--- config.mk ---
export PLATFORM = sky130hd
export DESIGN_NAME = pair_reduce_engine
export DESIGN_NICKNAME = d
export VERILOG_FILES = /design/src/rtl/pair_reduce_engine.sv
export SDC_FILE = /design/constraint.sdc
export NUM_CORES = 1
export LEC_CHECK = 0
export ABC_CLOCK_PERIOD_IN_PS = 6700
export CAP_MARGIN = 20
export CORE_MARGIN = 10
export CORE_UTILIZATION = 55
export DETAILED_ROUTE_END_ITERATION = 10
export PLACE_DENSITY_LB_ADDON = 0.1
export REMOVE_ABC_BUFFERS = 1
export SLEW_MARGIN = 20
export SYNTH_ARGS = -nofsm -noshare
export SYNTH_HDL_FRONTEND = slang
export SYNTH_SLANG_ARGS = --single-unit
--- constraint.sdc ---
create_clock -name clock -period 6.7 [get_ports clock]
set_clock_uncertainty 0.1 [all_clocks]
set_input_delay 1.34 -clock clock [delete_from_list [all_inputs] [get_ports clock]]
set_output_delay 1.34 -clock clock [all_outputs]
set_load 0.05 [all_outputs]
--- src/rtl/pair_reduce_engine.sv ---
// Loads DEPTH_A samples into buffer A, reduces each adjacent pair through a selectable ALU into buffer B.
// Optional PAIR_REDUCE_SAT_EN: add/sub saturate instead of wrapping.
module pair_reduce_engine #(
    parameter int WIDTH   = 8,
    parameter int DEPTH_A = 8,
    parameter int AW_B    = $clog2(DEPTH_A / 2)
) (
    input  logic             clock,
    input  logic             reset,
    input  logic             start,
    input  logic [1:0]       op_sel,
    input  logic [WIDTH-1:0] din,
    input  logic             din_valid,
    output logic             din_ready,
    output logic             busy,
    output logic             done,
    input  logic [AW_B-1:0]  rd_addr,
    output logic [WIDTH-1:0] rd_data
);

    localparam int AW_A    = $clog2(DEPTH_A);
    localparam int DEPTH_B = DEPTH_A / 2;
    localparam logic [AW_A:0]   PROC_LAST = (AW_A + 1)'(DEPTH_A);
    localparam logic [AW_A-1:0] WR_LAST   = AW_A'(DEPTH_A - 1);

    typedef enum logic [1:0] {IDLE, LOAD, PROC, DONE} stateT;

    stateT            stateQ;
    stateT            stateNext;
    logic [1:0]       opSel;
    logic [AW_A-1:0]  wrPtr;
    logic [AW_A:0]    procCnt;
    logic [WIDTH-1:0] bufA [DEPTH_A];
    logic [WIDTH-1:0] bufB [DEPTH_B];

    logic [WIDTH-1:0] aRdData_p1;
    logic [AW_A-1:0]  idx_p1;
    logic             vld_p1;
    logic [WIDTH-1:0] dly_p2;
    logic             wrEnB;
    logic [WIDTH-1:0] result;

    function automatic logic [WIDTH-1:0] satAdd(input logic [WIDTH-1:0] a, input logic [WIDTH-1:0] b);
`ifdef PAIR_REDUCE_SAT_EN
        logic [WIDTH:0] s;
        s = {1'b0, a} + {1'b0, b};
        return s[WIDTH] ? '1 : s[WIDTH-1:0];
`else
        return a + b;
`endif
    endfunction

    function automatic logic [WIDTH-1:0] satSub(input logic [WIDTH-1:0] a, input logic [WIDTH-1:0] b);
`ifdef PAIR_REDUCE_SAT_EN
        return (b > a) ? '0 : a - b;
`else
        return a - b;
`endif
    endfunction

    function automatic logic [WIDTH-1:0] aluOp(input logic [1:0] op, input logic [WIDTH-1:0] a,
                                               input logic [WIDTH-1:0] b);
        case (op)
            2'b00:   return satAdd(a, b);
            2'b01:   return satSub(a, b);
            2'b10:   return (a > b) ? a : b;
            default: return (a < b) ? a : b;
        endcase
    endfunction

    always_comb begin
        stateNext = stateQ;
        case (stateQ)
            IDLE, DONE: if (start) stateNext = LOAD;
            LOAD:       if (din_valid && wrPtr == WR_LAST) stateNext = PROC;
            PROC:       if (procCnt == PROC_LAST) stateNext = DONE;
            default:    stateNext = IDLE;
        endcase
    end

    assign din_ready = (stateQ == LOAD);
    assign busy      = (stateQ == LOAD) || (stateQ == PROC);
    assign done      = (stateQ == DONE);

    always_ff @(posedge clock or negedge reset) begin
        if (!reset) begin
            stateQ  <= IDLE;
            opSel   <= 2'b00;
            wrPtr   <= '0;
            procCnt <= '0;
            vld_p1  <= 1'b0;
            idx_p1  <= '0;
            dly_p2  <= '0;
        end else begin
            stateQ <= stateNext;
            if ((stateQ == IDLE || stateQ == DONE) && start)
                opSel <= op_sel;
            if (stateQ == LOAD && din_valid)
                wrPtr <= wrPtr + 1'b1;
            procCnt <= (stateQ == PROC) ? procCnt + 1'b1 : '0;
            // stage p1: A read returns the sample issued last cycle
            vld_p1  <= (stateQ == PROC) && (procCnt < PROC_LAST);
            idx_p1  <= procCnt[AW_A-1:0];
            // stage p2: the even sample waits here for its odd partner
            if (vld_p1)
                dly_p2 <= aRdData_p1;
        end
    end

    // Buffer A holds no reset; its contents are only meaningful after a full load.
    always_ff @(posedge clock) begin
        if (stateQ == LOAD && din_valid)
            bufA[wrPtr] <= din;
        aRdData_p1 <= bufA[procCnt[AW_A-1:0]];
    end

    assign wrEnB  = vld_p1 && idx_p1[0];
    assign result = aluOp(opSel, dly_p2, aRdData_p1);

    always_ff @(posedge clock or negedge reset) begin
        if (!reset) begin
            for (int i = 0; i < DEPTH_B; i++)
                bufB[i] <= '0;
            rd_data <= '0;
        end else begin
            if (wrEnB)
                bufB[idx_p1[AW_A-1:1]] <= result;
            rd_data <= bufB[rd_addr];
        end
    end

endmodule

==> results.md <==
Clocking
• **Worst-path clk slew** 0.06 ns
• **total of cells resized after clock tree synthesis** 0
• **insertion delay of the later-clocked pin in the worst-skew pair** 0.41 ns
• **clk buf depth** 2
• **deepest level of the CTS H-tree** 4
• **number of buffers inserted by post-CTS setup repair** 0
• **cell at the root of the clock tree** clkbuf_16
• **clk sink count** 135
• **TritonCTS clock tree** done
• **hold buffers post-CTS** 0
• **number of CTS-inserted buffers** 17

Pwr
• **Net Sw Power** 1360 µW
• **proportion of power drawn by the clock network** 24.9%
• **pwr/cell area** 485 nW/µm²
• **power consumption** 3530 µW
• **peak supply drop** 0.275 mV
• **sequential group share of total power** 33.3%
• **internal power summed over all cells** 2170 µW
• **fraction of power spent switching nets** 38.5%
• **leakage power summed over all cells** 0.00284 µW
• **relative contribution of combinational cells to total power** 41.7%

Global routing
• **via count of the first global-routing pass** 3956
• **wire length of the first global-routing pass** 21100 µm
• **met1 usage in global routing** 20.9%
• **number of antenna violations at the first check in global routing** 0
• **All-Layer GR Usage** 16.6%
• **most heavily used metal layer in global routing** met2
• **largest net degree at the start of global routing** 56
• **global-route met2 utilization** 27.4%
• **met3 GRT Util** 4.34%
• **grt ovf** 0

Routing
• **detailed-route DRC error count** 0
• **antenna viol nets, final** 0
• **number of detailed-routing iterations run before antenna repair** 5
• **drt first-iter violations** 420
• **Via-to-Cell Ratio** 5.88
• **vias** 3925
• **wire length reported by the detailed router** 12900 µm
• **Routed WL per cell** 19.3 µm

Worst setup path
• **maximum single-stage delay on the critical path** 0.79 ns
• **critical path capture point type** primary output
• **path type of the worst setup path** reg2out
• **dominant cell type by count on the critical path** inv_1
• **element type at the critical path start** flop
• **critical path cell sequence** inv_1 -> ha_1 -> inv_1 -> clkdlybuf4s50_1
• **worst reg2reg setup slack** 3.55 ns
• **Critical Path AT** 2.07 ns
• **peak fanout along the critical path** 4
• **Data required, critical path** 5.26 ns
• **CP max stage cell** clkdlybuf4s50_1

Layout
• **fraction of final layout cells with drive strength greater than 1** 18.5%
• **post-layout utilization of the core** 64.4%
• **number of nets in the layout** 553
• **count of non-filler cells in the finished layout** 668
• **final standard cell area without fillers** 7290 µm²
• **number of antenna repair diodes** 0
• **growth of design area from synthesis to finish** 15.1%

Placement
• **post-place instance area** 6700 µm²
• **number of buffer cells added on primary ports** 26
• **Detail Placement HPWL** 9170 µm
• **placed cell count** 636
• **RePlAce Congestion** 0.902

Timing
• **final worst-path cycle share** 52.3%
• **unrepaired setup endpoints after global routing** no
• **highest clock frequency the design can meet** 285 MHz
• **number of setup violations in the final report** 0
• **fin crit period** 3.51 ns
• **Final Hold Vio Count** 0
• **Max-Slew Margin vs Limit** 44.6%
• **number of pins with negative max-slew slack in the final report** 0
• **Post-Route Setup TNS** 0 ns
• **transition time at the pin with the least slew margin** 0.831 ns

Outcome
• **run status** finished clean

Logic synthesis
• **number of distinct standard cells referenced by the synthesized netlist** 54
• **proportion of netlist area held by the largest area contributor** 30.4%
• **top cells by area, synth** edfxtp_1, dfrtp_1, mux4_2
• **average size of a mapped cell** 13.1 µm²
• **Post-synth ARST share** 46.7%
• **most used flip-flop cell after synthesis** edfxtp_1
• **Syn Std Cell Area** 6330 µm²
• **area leader, netlist** edfxtp_1
• **register area share after synthesis** 57.8%
• **number of synthesized register bits** 135
• **cell count after synthesis** 483
• **Yosys warnings** 0
• **Post-synth EDFFs** 64

Run
• **max-cap check violation count** 0

Floorplanning
• **width of the die** 127 µm
• **I/O pin total** 27
• **die height** 127 µm
• **effective utilization at floorplan** 55.9%
• **area of the core** 11300 µm²
• **Rows** 39
• **Die Footprint** 16200 µm²

Hold path
• **path category of the worst min-delay check** reg2reg

-- synthesized netlist by cell type (4+ instances only) --
cell type  number
ha_1           23
a31oi_1        14
buf_1           5
dfxtp_1         8
buf_2           4
nor2b_1         5
inv_1          24
edfxtp_1       64
nor3_1         10
mux4_2         24
o21ai_0        30
nand2_1        47
mux2_2         27
dfrtp_1        63
a21oi_1        13
nor2_1         34
o31ai_1         4
nand2b_1       11
o22ai_1         6
xnor2_1         4
mux2i_1         6
clkbuf_1        8
-- cells by family (layout without fill, tap and decap cells) --
kind of cell	after synthesis	after routing	synth area share, %
and+or+nand+nor	126	126	9.39
DFF	135	135	57.8
xor gates and xnor gates	7	7	0.969
muxes	58	58	14.5
AOI/OAI and AO/OA	90	90	9.47
buffers and inverters	42	84	2.63
adders and majority gates	25	25	5.18
-- cell usage in the layout (no fill, tap or decap), drive strengths merged, types with 3 or more instances in the layout --
| master | count |
|---|---|
| a211oi | 4 |
| a21oi | 13 |
| mux2 | 28 |
| nand2b | 11 |
| mux4 | 24 |
| nand4 | 3 |
| dfrtp | 63 |
| o31ai | 4 |
| or3 | 3 |
| nor2 | 34 |
| a31oi | 14 |
| o21ai | 31 |
| and2 | 3 |
| ha | 23 |
| mux2i | 6 |
| buf | 3 |
| xor2 | 3 |
| nor2b | 5 |
| clkbuf | 19 |
| a21o | 3 |
| edfxtp | 64 |
| nor3 | 10 |
| o22ai | 7 |
| nand2 | 47 |
| clkdlybuf4s50 | 25 |
| nand3 | 3 |
| xnor2 | 4 |
| clkinv | 7 |
| inv | 27 |
| dfxtp | 8 |
-- critical path, delay by kind of cell (launching register included) --
family,cells,cell delay (ns)
fa+ha+maj,1,0.34
buf+inv,3,0.93
flops,1,0.39
-- worst paths after layout --
| path | start | to | cells after the start |
|---|---|---|---|
| max reg2reg | dly_p2[0] | bufB[4] | 9 |
| min | bufB[25] | bufB[25] | 2 |
| min in group asynchronous | reset | dly_p2[1] | 1 |
| max in group asynchronous | reset | stateQ[1] | 2 |
| max | stateQ[0] | busy | 4 |
| min reg2reg | bufB[25] | bufB[25] | 2 |
-- metal layers --
layer	routed length [µm]	vias up
li1	-	1858
met1	5370	1938
met2	6670	115
met3	677	14
met4	147	0
met5	0	-
-- per-stage QoR --
| step | hold slack (ns) | setup slack (ns) |
|---|---|---|
| finish | 0.380 | 3.19 |
| global route | 0.411 | 3.12 |
| CTS | 0.387 | 3.16 |
| detailed placement | 0.369 | 3.31 |
| global placement | 0.358 | 3.34 |
| floorplan | 0.343 | 3.94 |
-- power by group through the flow --
| stage | logic [µW] | clock network (µW) | registers (µW) |
|---|---|---|---|
| global placement | 1440 | 0 | 1180 |
| floorplan | 1070 | 0 | 1190 |
| CTS | 1470 | 897 | 1180 |
| global route | 1620 | 937 | 1200 |
| detailed placement | 1470 | 0 | 1190 |
| finish | 1470 | 881 | 1180 |
-- area by class of cell --
| class | count | area, µm² |
|---|---|---|
| multi-input cells | 306 | 2510 |
| repair buffers | 28 | 270 |
| flip-flops and latches | 135 | 3660 |
| fillers | 847 | 4040 |
| well taps | 143 | 179 |
| clock inverters | 13 | 123 |
| inverters | 24 | 90.1 |
| clock buffers | 19 | 453 |
-- flip-flops by register name (all words and copies together), names as in the netlist --
signal,cells
bufB,32
vld_p1,1
idx_p1,3
rd_data,8
stateQ,2
dly_p2,8
procCnt,4
opSel,2
bufA,64
wrPtr,3
aRdData_p1,8
No activity file was read; power rests on OpenSTA's default activity.
